[config.mk]
export PLATFORM = sky130hd
export DESIGN_NAME = interrupt_ack_sequencer_flat
export DESIGN_NICKNAME = d
export VERILOG_FILES = /design/src/rtl/interrupt_ack_sequencer_if.sv /design/src/rtl/interrupt_ack_sequencer.sv /design/src/flat_wrapper.sv
export SDC_FILE = /design/constraint.sdc
export NUM_CORES = 1
export LEC_CHECK = 0
export ABC_CLOCK_PERIOD_IN_PS = 4650
export CORE_ASPECT_RATIO = 1.2
export CORE_MARGIN = 4
export CORE_UTILIZATION = 27
export DETAILED_ROUTE_END_ITERATION = 7
export PLACE_DENSITY = 0.54
export SLEW_MARGIN = 20
export SYNTH_ARGS = -nofsm -noshare
export SYNTH_HDL_FRONTEND = slang
export SYNTH_SLANG_ARGS = --single-unit
[constraint.sdc]
create_clock -name clk -period 4.65 [get_ports clk]
set_clock_uncertainty 0.05 [all_clocks]
set_input_delay 0.6975 -clock clk [delete_from_list [all_inputs] [get_ports clk]]
set_output_delay 0.6975 -clock clk [all_outputs]
set_load 0.005 [all_outputs]
[src/rtl/interrupt_ack_sequencer_if.sv]
// rtl/interrupt_ack_sequencer_if.sv - request, INTA, OCW2 and vector signals of the acknowledge sequencer
interface interrupt_ack_sequencer_if;
  logic [7:0] interrupt_request;
  logic [7:0] in_service_register;
  logic       inta_n;
  logic [4:0] vector_base;
  logic       auto_eoi;
  logic       ocw2_write;
  logic [7:0] ocw2_data;
  logic       int_out;
  logic       latch_in_service;
  logic [7:0] interrupt;
  logic [7:0] end_of_interrupt;
  logic [2:0] priority_rotate;
  logic [7:0] vector_out;
  logic       vector_drive;

  modport slave (
    input  interrupt_request, in_service_register, inta_n, vector_base,
           auto_eoi, ocw2_write, ocw2_data,
    output int_out, latch_in_service, interrupt, end_of_interrupt,
           priority_rotate, vector_out, vector_drive
  );

  modport master (
    output interrupt_request, in_service_register, inta_n, vector_base,
           auto_eoi, ocw2_write, ocw2_data,
    input  int_out, latch_in_service, interrupt, end_of_interrupt,
           priority_rotate, vector_out, vector_drive
  );
endinterface

[src/rtl/interrupt_ack_sequencer.sv]
// rtl/interrupt_ack_sequencer.sv - priority resolve, two-pulse INTA sequencing, EOI and rotation control
module interrupt_ack_sequencer (
  input  logic                        clk,
  input  logic                        reset,
  interrupt_ack_sequencer_if.slave    bus
);
  typedef enum logic [1:0] {IDLE, ACK1, WAIT2, ACK2} state_t;

  state_t     state_q, state_d;
  logic       inta_prev_q;
  logic [2:0] ack_level_q, ack_level_d;
  logic       spurious_q, spurious_d;
  logic       int_out_q, int_out_d;
  logic       latch_q, latch_d;
  logic [7:0] interrupt_q, interrupt_d;
  logic [7:0] eoi_q, eoi_d;
  logic [2:0] rotate_q, rotate_d;
  logic       rotate_in_aeoi_q, rotate_in_aeoi_d;
  logic [7:0] vector_q, vector_d;
  logic       drive_q, drive_d;

  logic [3:0] req_res, isr_res;
  logic       inta_fall, req_wins, aeoi_fire;
  logic [2:0] ocw2_level;
  logic       unused_ocw2_bits;

  // Returns {found, level}; scanning from lowest to highest priority so the last hit wins.
  function automatic logic [3:0] resolve(input logic [7:0] bits, input logic [2:0] rot);
    logic [3:0] res;
    logic [2:0] lvl;
    res = 4'd0;
    for (int i = 7; i >= 0; i--) begin
      lvl = rot + 3'(i) + 3'd1;
      if (bits[lvl]) res = {1'b1, lvl};
    end
    return res;
  endfunction

  function automatic logic [2:0] rank(input logic [2:0] lvl, input logic [2:0] rot);
    return lvl - rot - 3'd1;
  endfunction

  function automatic logic [7:0] onehot(input logic [2:0] lvl);
    return 8'd1 << lvl;
  endfunction

  assign req_res          = resolve(bus.interrupt_request, rotate_q);
  assign isr_res          = resolve(bus.in_service_register, rotate_q);
  assign inta_fall        = !bus.inta_n && inta_prev_q;
  assign req_wins         = req_res[3] &&
                            (!isr_res[3] || (rank(req_res[2:0], rotate_q) < rank(isr_res[2:0], rotate_q)));
  assign aeoi_fire        = (state_q == ACK2) && bus.inta_n && bus.auto_eoi && !spurious_q;
  assign ocw2_level       = bus.ocw2_data[2:0];
  assign unused_ocw2_bits = ^bus.ocw2_data[4:3];

  always_ff @(posedge clk) begin
    if (reset) begin
      state_q          <= IDLE;
      inta_prev_q      <= 1'b1;
      ack_level_q      <= 3'd0;
      spurious_q       <= 1'b0;
      int_out_q        <= 1'b0;
      latch_q          <= 1'b0;
      interrupt_q      <= 8'd0;
      eoi_q            <= 8'd0;
      rotate_q         <= 3'd7;
      rotate_in_aeoi_q <= 1'b0;
      vector_q         <= 8'd0;
      drive_q          <= 1'b0;
    end else begin
      state_q          <= state_d;
      inta_prev_q      <= bus.inta_n;
      ack_level_q      <= ack_level_d;
      spurious_q       <= spurious_d;
      int_out_q        <= int_out_d;
      latch_q          <= latch_d;
      interrupt_q      <= interrupt_d;
      eoi_q            <= eoi_d;
      rotate_q         <= rotate_d;
      rotate_in_aeoi_q <= rotate_in_aeoi_d;
      vector_q         <= vector_d;
      drive_q          <= drive_d;
    end
  end

  always_comb begin
    state_d     = state_q;
    ack_level_d = ack_level_q;
    spurious_d  = spurious_q;
    case (state_q)
      IDLE: if (inta_fall) begin
        state_d     = ACK1;
        ack_level_d = req_res[3] ? req_res[2:0] : 3'd7;
        spurious_d  = !req_res[3];
      end
      ACK1:    if (bus.inta_n) state_d = WAIT2;
      WAIT2:   if (inta_fall)  state_d = ACK2;
      ACK2:    if (bus.inta_n) state_d = IDLE;
      default: state_d = IDLE;
    endcase
  end

  always_comb begin
    int_out_d        = (state_q == IDLE) && !inta_fall && req_wins;
    latch_d          = (state_q == IDLE) && inta_fall && req_res[3];
    interrupt_d      = latch_d ? onehot(req_res[2:0]) : 8'd0;
    drive_d          = (state_d == ACK2);
    vector_d         = drive_d ? {bus.vector_base, ack_level_d} : 8'd0;
    eoi_d            = 8'd0;
    rotate_d         = rotate_q;
    rotate_in_aeoi_d = rotate_in_aeoi_q;
    if (aeoi_fire) begin
      eoi_d = onehot(ack_level_q);
      if (rotate_in_aeoi_q) rotate_d = ack_level_q;
    end
    // OCW2 is applied after AEOI so its rotation takes precedence in a shared cycle.
    if (bus.ocw2_write) begin
      case (bus.ocw2_data[7:5])
        3'b001: if (isr_res[3]) eoi_d = eoi_d | onehot(isr_res[2:0]);
        3'b011: eoi_d = eoi_d | onehot(ocw2_level);
        3'b101: if (isr_res[3]) begin
          eoi_d    = eoi_d | onehot(isr_res[2:0]);
          rotate_d = isr_res[2:0];
        end
        3'b111: begin
          eoi_d    = eoi_d | onehot(ocw2_level);
          rotate_d = ocw2_level;
        end
        3'b110:  rotate_d = ocw2_level;
        3'b100:  rotate_in_aeoi_d = 1'b1;
        3'b000:  rotate_in_aeoi_d = 1'b0;
        default: ;
      endcase
    end
  end

  assign bus.int_out          = int_out_q;
  assign bus.latch_in_service = latch_q;
  assign bus.interrupt        = interrupt_q;
  assign bus.end_of_interrupt = eoi_q;
  assign bus.priority_rotate  = rotate_q;
  assign bus.vector_out       = vector_q;
  assign bus.vector_drive     = drive_q;
endmodule
[src/flat_wrapper.sv]
// flat-port wrapper written by rule: the top's interface ports become plain ports
module interrupt_ack_sequencer_flat 
  (clk, reset, bus_interrupt_request, bus_in_service_register, bus_inta_n, bus_vector_base, bus_auto_eoi, bus_ocw2_write, bus_ocw2_data, bus_int_out, bus_latch_in_service, bus_interrupt, bus_end_of_interrupt, bus_priority_rotate, bus_vector_out, bus_vector_drive);
  interrupt_ack_sequencer_if bus_i ();
  input  logic clk;
  input  logic reset;
  input wire logic [$bits(bus_i.interrupt_request)-1:0] bus_interrupt_request;
  input wire logic [$bits(bus_i.in_service_register)-1:0] bus_in_service_register;
  input wire logic [$bits(bus_i.inta_n)-1:0] bus_inta_n;
  input wire logic [$bits(bus_i.vector_base)-1:0] bus_vector_base;
  input wire logic [$bits(bus_i.auto_eoi)-1:0] bus_auto_eoi;
  input wire logic [$bits(bus_i.ocw2_write)-1:0] bus_ocw2_write;
  input wire logic [$bits(bus_i.ocw2_data)-1:0] bus_ocw2_data;
  output wire logic [$bits(bus_i.int_out)-1:0] bus_int_out;
  output wire logic [$bits(bus_i.latch_in_service)-1:0] bus_latch_in_service;
  output wire logic [$bits(bus_i.interrupt)-1:0] bus_interrupt;
  output wire logic [$bits(bus_i.end_of_interrupt)-1:0] bus_end_of_interrupt;
  output wire logic [$bits(bus_i.priority_rotate)-1:0] bus_priority_rotate;
  output wire logic [$bits(bus_i.vector_out)-1:0] bus_vector_out;
  output wire logic [$bits(bus_i.vector_drive)-1:0] bus_vector_drive;
  assign bus_i.interrupt_request = bus_interrupt_request;
  assign bus_i.in_service_register = bus_in_service_register;
  assign bus_i.inta_n = bus_inta_n;
  assign bus_i.vector_base = bus_vector_base;
  assign bus_i.auto_eoi = bus_auto_eoi;
  assign bus_i.ocw2_write = bus_ocw2_write;
  assign bus_i.ocw2_data = bus_ocw2_data;
  assign bus_int_out = bus_i.int_out;
  assign bus_latch_in_service = bus_i.latch_in_service;
  assign bus_interrupt = bus_i.interrupt;
  assign bus_end_of_interrupt = bus_i.end_of_interrupt;
  assign bus_priority_rotate = bus_i.priority_rotate;
  assign bus_vector_out = bus_i.vector_out;
  assign bus_vector_drive = bus_i.vector_drive;
  interrupt_ack_sequencer u_core (.clk(clk), .reset(reset), .bus(bus_i));
endmodule
# --- Word level (Yosys, flattened, before mapping) ---
# Cells that the tools add are included.
word_totals:
  register_bits: 38
  latchBits: 0
  ramBits: 0
  rom_bits: 0
  input_bits: 34
  out_inout_bits: 30
  n_memories: 0
op_classes:
  n_addsub: 18
  mul: 0
  div_mod_pow: 0
  order_cmp: 9
  n_eq_ne: 10
  n_shift: 4
  n_mux: 66
  bitwise: 4
  n_reduce_logical: 25
ops:
  columns: ["operator", "n"]
  rows:
  - ["$mux 4", 16]
  - ["$bmux 1 s3", 16]
  - ["$lt 3x4->1 const B", 8]
  - ["$shl 1x3->8 const A", 4]
  - ["$add 3x1->3 const B", 8]
  - ["$mux 8", 3]
  - ["$mux 3", 7]
  - ["$mux 1", 16]
  - ["$or 8x8->8", 2]
  - ["$pmux 8 s2", 1]
  - ["$add 3x3->3 const B", 4]
  - ["$eq 3x3->1 const B", 4]
  - ["$reduce_or 2->1", 5]
  - ["$logic_and 1x1->1", 9]
  - ["$mux 2", 4]
  - ["$pmux 2 s4", 1]
  - ["$add 3x2->3 const B", 2]
  - ["$eq 2x2->1 const B", 3]
  - ["$pmux 3 s2", 1]
  - ["$sub 3x1->3 const B", 2]
  - ["$sub 3x3->3", 2]
  - ["$logic_not 1->1", 5]
  - ["$reduce_and 2->1", 2]
  - ["$eq 3x1->1 const B", 1]
  - ["other kinds (9)", 10]

# --- Logic depth before layout (Yosys ltp) ---
# Gate-level depths: netlist of the first run.
depth:
  depth_word: 18
  mapped_depth: 20
  mapped_depth_nobuf: 16

# --- Worst setup path before layout of the first run ---
# Ideal clock, no wire load.
synth_path:
  path_type: "register -> register"
  start: "register u_core.rotate_q[1], in the netlist u_core.bus.priority_rotate[1]"
  end: "register u_core.int_out_q, in the netlist u_core.bus.int_out"
  setup_ns: 0.118
  arrival_ns: 4.161
  required_time_ns: 4.482
  slack_ns: 0.321
  stages_incl_launch_ff: 20
  path_cell_list: "dfxtp_1 buf_4 buf_6 inv_1 ha_1 buf_6 mux4_2 mux2_2 nand2b_1 a21oi_1 nor2_1 o21ai_1 inv_1 ha_1 fa_1 xnor2_1 xnor2_1 ha_1 a21oi_1 o2111a_1"
synth_via:
  elab_chain_len: 18
  elab_cells_between_ends: 71
synth_lines:
  columns: ["element", "line_no", "text"]
  rows:
  - ["start, declared", "interrupt_ack_sequencer.sv:17", "logic [2:0] rotate_q, rotate_d;"]
  - ["start signal, assigned", "interrupt_ack_sequencer.sv:79", "rotate_q <= rotate_d;"]
  - ["$add 3x3->3", "interrupt_ack_sequencer.sv:33", "lvl = rot + 3'(i) + 3'd1;"]
  - ["$add 3x1->3", "interrupt_ack_sequencer.sv:33", null]
  - ["$bmux 1 s3", "interrupt_ack_sequencer.sv:34", "if (bits[lvl]) res = {1'b1, lvl};"]
  - ["$mux 1 (not written as such)", "interrupt_ack_sequencer.sv:34", null]
  - ["$mux 4 (8 in series)", "interrupt_ack_sequencer.sv:34", null]
  - ["$sub 3x3->3", "interrupt_ack_sequencer.sv:40", "return lvl - rot - 3'd1;"]
  - ["$sub 3x1->3", "interrupt_ack_sequencer.sv:40", null]
  - ["$lt 3x3->1", "interrupt_ack_sequencer.sv:51", "(!isr_res[3] || (rank(req_res[2:0], rotate_q) < rank(isr_res[2:0], rotate_q)));"]
  - ["$logic_or 1x1->1", "interrupt_ack_sequencer.sv:51", null]
  - ["$logic_and 1x1->1 (*)", "interrupt_ack_sequencer.sv:50", "assign req_wins = req_res[3] &&"]
  - ["$logic_and 1x1->1 (*)", "interrupt_ack_sequencer.sv:104", "int_out_d = (state_q == IDLE) && !inta_fall && req_wins;"]
  - ["end signal, assigned", "interrupt_ack_sequencer.sv:75", "int_out_q <= int_out_d;"]
  - ["end, declared", "interrupt_ack_sequencer.sv:13", "logic int_out_q, int_out_d;"]
# Every way passes the cells marked *; elsewhere a longest branch is shown, timed or not. The select of a mux whose other input is x is not followed.
# A chain may end at the register's enable or synchronous reset.

# --- Final worst setup path of the first run ---
layout_path:
  start: "register u_core.rotate_q[0], in the netlist u_core.bus.priority_rotate[0]"
  end: "register u_core.int_out_q, in the netlist u_core.bus.int_out"
# Same word-level chain as after synthesis.

==> metrics.md, run 1 <==
| Metric | Value |
|---|---|
| FF+latch area | `762 um2` |
| Total CTS buffers | `5` |
| Most used cell, CP | `ha_1` |
| Cell row count | `45` |
| Util after Layout | `0.354` |
| Core area | `12600 um2` |
| Clk_lat worst skew | `0.28 ns` |
| Via count | `3250` |
| Port bufs | `61` |
| Setup TNS | `0 ns` |
| Synth warnings | `0` |
| Slowest Stage Delay on Critical Path | `0.66 ns` |
| Crit end category | `flip-flop` |
| Syn Nets | `425` |
| Sink Count | `38` |
| Crit-path cells | `inv_1 -> ha_1 -> mux4_2 -> mux2_2 -> nand2b_1 -> a21oi_1 -> nor2_1 -> o21ai_1 -> inv_1 -> ha_1 -> fa_1 -> xnor2_1 -> xnor2_1 -> ha_1 -> a21oi_1 -> o2111a_1` |
| Postcts setup bufs | `0` |
| Most frequent cells in the layout | `clkdlybuf4s50_1 (61), nor2_1 (37), dfxtp_1 (37)` |
| WL final | `9580 um` |
| Hold WS | `0.412 ns` |
| Area delta synth->final | `29.3%` |
| WP buf/inv | `2` |
| Post-synthesis register bit count | `38` |
| CP startpoint kind | `flip-flop` |
| Simple-gate portion of the synthesized area | `0.191` |
| Final routed DRC violation total | `0` |
| Router iterations before antenna repair | `4` |
| Die area | `14700 um2` |
| Layout Nets | `498` |
| Number of global-route vias before repair | `3022` |
| Worst slew margin | `0.462` |
| Clk buf depth | `2` |
| Max_cap viols | `0` |
| Iter 0 DRT Violations | `152` |
| Initial Util | `0.274` |
| HPWL Detailed | `7480 um` |
| Finish-stage setup viols | `0` |
| Final ANT Viol Nets | `0` |
| Die height | `132 um` |
| Mapped Avg Cell Area | `9.05 um2` |
| Total global-route track usage | `0.124` |
| Mapped cell area | `3460 um2` |
| # diodes | `0` |
| Worst Path Max Fanout | `9` |
| CTS tree | `done` |
| Final period util | `0.924` |
| Crit path DAT | `4.46 ns` |
| Adder-cell share of the synthesized area | `0.0369` |
| Wirelength per Cell | `15.4 um` |
| Largest family of logic cells by synthesized area | `multiplexers` |
| Remaining global-route overflow | `0` |
| Class of the most critical setup path | `reg -> reg` |
| Ys flop type | `dfxtp_1` |
| Post-synth ARST share | `0` |
| Minimum clock period | `4.30 ns` |
| Largest net degree at the start of global routing | `24` |
| Worst Path Required | `4.82 ns` |
| Hold Path Class | `reg -> reg` |
| Max Freq | `233 MHz` |
| Synth area leaders | `dfxtp_1 (22%), mux2i_1 (8.1%), mux4_2 (7.2%)` |
| Unrepaired setup endpoints after global routing | `no` |
| Final Hold Vio Count | `0` |
| Post-synthesis xor/xnor area fraction | `0.0297` |
| Compound-gate portion of the synthesized area | `0.199` |
| Post-synthesis sequential area ratio | `0.220` |
| Area leader, netlist | `dfxtp_1` |
| CP max stage cell | `mux4_2` |
| Multi-input gate area | `2490 um2` |
| Die Width | `111 um` |
| Outcome | `completed` |
| Worst path top cell family by delay | `adder cells` |
| Slew Viols, Final | `0` |
| DR vias/cell | `5.24` |
| Slew @ Worst Pin | `0.801 ns` |
| Post-synthesis mux area share | `0.263` |
| Power density over cell area | `296 nW/um2` |
| Clock root cell | `clkbuf_16` |
| Io pins | `64` |
| H-tree depth | `2` |
| Pleak | `1.74 nW` |
| First-pass GRT wire length | `15500 um` |
| Post-Place Setup Slack | `0.202 ns` |
| GPL Wtd Cong | `0.928` |
| Fraction of layout cells with a size suffix above 1 | `0.169` |
| EDFF count, synth | `0` |
| Filler Cell Count | `1306` |
| Commonest non-fill, non-tap cell in the layout | `clkdlybuf4s50_1` |
| Antenna violations before repair | `0` |
| CTS clock-pin slew for the worst setup and hold paths | `0.06 ns` |
| Cells after Synth | `382` |
| Share of the synthesized area in the top cell type | `0.220` |
| Final WS setup | `0.354 ns` |
| Peak VDD IR | `216 uV` |
| Distinct cells, synth | `72` |
| Post-CTS Hold Fix Bufs | `0` |
| Cts repair resizes | `0` |
## worst paths after layout
path / slack [ns] / endpoint / cells past startpoint / start
worst min register to register: 0.41 / u_core.rotate_in_aeoi_q / 2 / u_core.rotate_in_aeoi_q
worst min-delay path: 0.41 / u_core.rotate_in_aeoi_q / 2 / u_core.rotate_in_aeoi_q
worst max register to register: 0.35 / u_core.bus.int_out / 16 / u_core.bus.priority_rotate[0]
worst max-delay path: 0.35 / u_core.bus.int_out / 16 / u_core.bus.priority_rotate[0]
## where the power goes
| part | internal [mW] | switching, mW | total [mW] | leakage [nW] |
|---|---|---|---|---|
| clock network | 0.212 | 0.123 | 0.336 | 0.0739 |
| registers | 0.342 | 0.0136 | 0.355 | 0.308 |
| logic | 0.296 | 0.335 | 0.631 | 1.36 |
## per-layer routing
layer,routed length [um],up-vias,track usage
met2,4580,103,0.211
met4,110,0,0.0318
li1,-,1599,-
met5,0,-,0
met3,480,8,0.0165
met1,4410,1540,0.167
## per-stage QoR
stage / power (mW) / std cells / area (um2)
3_3_place_gp: 0.984 / 612 / 4320
4_1_cts: 1.33 / 620 / 4470
6_report: 1.32 / 620 / 4470
5_1_grt: 1.40 / 620 / 4470
2_1_floorplan: 0.803 / 382 / 3460
3_5_place_dp: 0.991 / 612 / 4320
## layout make-up
type,instances,area share
Inverter,17,0.0143
Clock buffer,7,0.0319
Multi-Input combinational cell,308,0.557
Tap cell,164,0.0459
Sequential cell,38,0.170
Timing Repair Buffer,85,0.180
Clock inverter,1,0.00112
## logic make-up after synthesis
| group | Yosys count |
|---|---|
| buffers and inverters | 36 |
| xor gates and xnor gates | 10 |
| muxes | 59 |
| AOI/OAI and AO/OA | 96 |
| and+or+nand+nor | 134 |
| adders and majority gates | 9 |
| DFF | 38 |
## flip-flops by register name (all words and copies together) (netlist names)
| signal | cells |
|---|---|
| u_core.bus.vector_out | 8 |
| u_core.state_q | 2 |
| u_core.bus.int_out | 1 |
| u_core.spurious_q | 1 |
| u_core.bus.end_of_interrupt | 8 |
| u_core.inta_prev_q | 1 |
| u_core.rotate_in_aeoi_q | 1 |
| u_core.bus.latch_in_service | 1 |
| u_core.bus.priority_rotate | 3 |
| u_core.bus.vector_drive | 1 |
| u_core.ack_level_q | 3 |
| u_core.bus.interrupt | 8 |
## worst register-to-register path, delay by kind of cell, from the launching register on
family / cells / cell delay, ns
adders and majority gates: 4 / 1.47
muxes: 2 / 1.00
AOI/OAI and AO/OA: 4 / 0.65
DFF: 1 / 0.38
xor gates and xnor gates: 2 / 0.27
and+or+nand+nor: 2 / 0.24
buffers and inverters: 2 / 0.18
## synth_stat cells (all sizes together) (2+ instances only)
cell    instances
and2            5
o32ai           3
a221oi          2
nor4            3
o221ai          4
mux2            8
a41oi           2
a21boi          4
o311ai          2
inv            17
o21ai          14
a31oi           7
xnor2           6
o22ai          14
a32oi           3
fa              2
nor2b           2
a211oi          3
nand2          38
mux4           19
a21o            2
or2             4
buf            17
clkbuf          2
mux2i          32
nand3          11
xor2            3
o211ai          2
nand2b         11
a21oi          23
and3            9
dfxtp          38
nor3            9
ha              7
nor2           37
Note: power is estimated with default switching activity, not from simulation.
==> inputs of run 2 (changes only) <==
Settings changed: ABC_AREA from default to 1.
==> metrics.md, run 2 <==
| Metric | Value |
|---|---|
| Outcome | `completed (unchanged)` |
| Class of the most critical setup path | `reg -> reg (unchanged)` |
| Max Freq | `244 MHz (was 233 MHz)` |
| Remaining global-route overflow | `0 (unchanged)` |
| Max_cap viols | `0 (unchanged)` |
| Peak VDD IR | `225 uV (was 216 uV)` |
| Area leader, netlist | `dfxtp_1 (unchanged)` |
| Antenna violations before repair | `0 (unchanged)` |
| Share of the synthesized area in the top cell type | `0.241 (was 0.220)` |
| Synth area leaders | `dfxtp_1 (24%), nand2_1 (21%), nand3_1 (6.8%) (was dfxtp_1 (22%), mux2i_1 (8.1%), mux4_2 (7.2%))` |
| CTS tree | `done (unchanged)` |
| Seq pwr share | `0.255 (was 0.269)` |
| Slew Viols, Final | `0 (unchanged)` |
| Met1 GRT Util | `0.164 (was 0.167)` |
| CP startpoint kind | `flip-flop (unchanged)` |
| Mapped cell area | `3150 um2 (was 3460 um2)` |
| Most frequent cells in the layout | `nand2_1 (176), clkdlybuf4s50_1 (61), nor2_1 (56) (was clkdlybuf4s50_1 (61), nor2_1 (37), dfxtp_1 (37))` |
| Cell row count | `43 (was 45)` |
| Power density over cell area | `344 nW/um2 (was 296 nW/um2)` |
| Clock power share | `0.275 (was 0.254)` |
| Post-Place Setup Slack | `0.296 ns (was 0.202 ns)` |
| Clk_lat worst skew | `0.28 ns (about the same)` |
| Final Hold Vio Count | `0 (unchanged)` |
| EDFF count, synth | `0 (unchanged)` |
| Hold Path Class | `reg -> reg (unchanged)` |
| Wirelength per Cell | `12.1 um (was 15.4 um)` |
| Commonest non-fill, non-tap cell in the layout | `nand2_1 (was clkdlybuf4s50_1)` |
| First-pass GRT wire length | `15200 um (was 15500 um)` |
| Initial Util | `0.274 (about the same)` |
| Setup TNS | `0 ns (unchanged)` |
| # diodes | `0 (unchanged)` |
| Met3 Resource Use GR | `0.0234 (was 0.0165)` |
| Die area | `13500 um2 (was 14700 um2)` |
| Number of global-route vias before repair | `3403 (was 3022)` |
| Worst slew margin | `0.483 (was 0.462)` |
| Cells after Synth | `528 (was 382)` |
| Unrepaired setup endpoints after global routing | `no (unchanged)` |
| Pleak | `1.90 nW (was 1.74 nW)` |
| Via count | `3423 (was 3250)` |
| NetSw | `0.548 mW (was 0.472 mW)` |
| Ys flop type | `dfxtp_1 (unchanged)` |
| Post-synth ARST share | `0 (unchanged)` |
| Worst Path Max Fanout | `12 (was 9)` |
| CTS clock-pin slew for the worst setup and hold paths | `0.06 ns (about the same)` |
| Count leader, synth | `nand2_1 (was dfxtp_1)` |
| Distinct cells, synth | `42 (was 72)` |
| Total CTS buffers | `5 (unchanged)` |
| Grt met2 use | `0.239 (was 0.211)` |
| Final ANT Viol Nets | `0 (unchanged)` |
| Post-synthesis register bit count | `38 (unchanged)` |
| Iter 0 DRT Violations | `157 (was 152)` |
| HPWL Detailed | `7130 um (was 7480 um)` |
| Area delta synth->final | `29.6% (was 29.3%)` |
| Sink Count | `38 (unchanged)` |
| GPL Wtd Cong | `0.902 (was 0.928)` |
| Die Width | `107 um (was 111 um)` |
| Worst Path Required | `4.80 ns (was 4.82 ns)` |
| H-tree depth | `2 (unchanged)` |
| WL final | `9060 um (was 9580 um)` |
| Largest net degree at the start of global routing | `23 (was 24)` |
| Fraction of layout cells with a size suffix above 1 | `0.108 (was 0.169)` |
| Crit path DAT | `4.25 ns (was 4.46 ns)` |
| DR vias/cell | `4.58 (was 5.24)` |
| Syn Nets | `571 (was 425)` |
| Total global-route track usage | `0.134 (was 0.124)` |
| Postcts setup bufs | `0 (unchanged)` |
| Layout Nets | `633 (was 498)` |
| Final routed DRC violation total | `0 (unchanged)` |
| Cts repair resizes | `0 (unchanged)` |
| Die height | `126 um (was 132 um)` |
| Router iterations before antenna repair | `6 (was 4)` |
| Sw frac | `0.390 (was 0.357)` |
| Synth top cells by count | `nand2_1 (176), nor2_1 (56), inv_1 (53) (was dfxtp_1 (38), nor2_1 (37), nand2_1 (36))` |
| Final period util | `0.883 (was 0.924)` |
| Final WS setup | `0.545 ns (was 0.354 ns)` |
| Clk buf depth | `2 (unchanged)` |
| Mapped Avg Cell Area | `5.97 um2 (was 9.05 um2)` |
| GRT Max-Usage Layer | `met2 (unchanged)` |
| Int Pwr | `0.857 mW (was 0.850 mW)` |
| Core area | `11500 um2 (was 12600 um2)` |
| Crit end category | `flip-flop (unchanged)` |
| Tot Pwr | `1.40 mW (was 1.32 mW)` |
| Finish-stage setup viols | `0 (unchanged)` |
| Post-CTS Hold Fix Bufs | `0 (unchanged)` |
| Clock root cell | `clkbuf_16 (unchanged)` |
| Io pins | `64 (unchanged)` |
| Part of the power in combinational logic | `0.470 (was 0.477)` |
| Port bufs | `61 (unchanged)` |
| Post-synthesis sequential area ratio | `0.241 (was 0.220)` |
| Minimum clock period | `4.10 ns (was 4.30 ns)` |
| Slew @ Worst Pin | `0.773 ns (was 0.801 ns)` |
| Synth warnings | `0 (unchanged)` |
[run 2: cell types whose count changed in the layout (fill, tap and decap cells not counted), sizes merged, moves of 9 or more]
cell,delta
buf,-19
inv,+52
mux2i,-31
mux4,-19
nand2,+148
nand2b,-11
nand3,+34
nor2,+27
o21ai,+24
o22ai,-9
[run 2: logic make-up after synthesis]
kind of cell,share of synthesized area
compound gates,0.146
xor+xnor,0.0381
simple gates,0.422
mux,0.00317
fa+ha+maj,0.0405
buf+inv,0.109
flops,0.241
[run 2: final timing paths]
kind / slack, ns / start / cells past startpoint / endpoint
worst max register to register: 0.55 / u_core.bus.priority_rotate[1] / 18 / u_core.bus.int_out
worst max-delay path: 0.55 / u_core.bus.priority_rotate[1] / 18 / u_core.bus.int_out
worst min register to register: 0.43 / u_core.inta_prev_q / 2 / u_core.state_q[0]
worst min-delay path: 0.43 / u_core.inta_prev_q / 2 / u_core.state_q[0]
[run 2: layer usage]
metal,vias up,routed length [um]
met5,-,0
met4,0,115
met3,10,500
met2,102,4310
met1,1520,4130
li1,1791,-
[run 2: layout make-up]
class	instances	area (um2)
timing repair buffer	66	648
multi-input combinational	409	2050
clock inverter	1	30.0
tap	157	196
clock buffer	6	139
sequential	38	761
fill	1294	7420
inverter	70	264
[run 2: through the flow]
stage | cell area [um2] | utilization | instances | hold WS [ns]
floorplan | 3150 | - | 528 | 0.414
global placement | 3920 | 0.340 | 740 | 0.423
detailed placement | 3920 | 0.340 | 740 | 0.427
CTS | 4090 | 0.355 | 747 | 0.435
global route | 4090 | 0.355 | 747 | 0.480
finish | 4090 | 0.355 | 747 | 0.434
[run 2: critical path, cell delays in order, from the launching register on]
cell,delay (ns)
dfxtp_1,0.31
inv_2,0.23
ha_1,0.37
xnor2_2,0.45
nand2_1,0.09
o21ai_0,0.13
nand2_1,0.12
nand2_1,0.17
a21oi_1,0.06
o21ai_0,0.16
nand2_1,0.17
ha_1,0.24
fa_1,0.41
xor2_1,0.17
xor2_1,0.19
ha_1,0.31
a21oi_1,0.14
a21oi_1,0.08
nor3_1,0.17
[run 2: power by group through the flow]
stage / sequential (mW) / clock (mW) / combinational [mW]
final: 0.358 / 0.386 / 0.661
after global routing: 0.360 / 0.412 / 0.758
after CTS: 0.358 / 0.397 / 0.665
after detailed placement: 0.365 / 0 / 0.661
after global placement: 0.364 / 0 / 0.653
after floorplan: 0.362 / 0 / 0.495
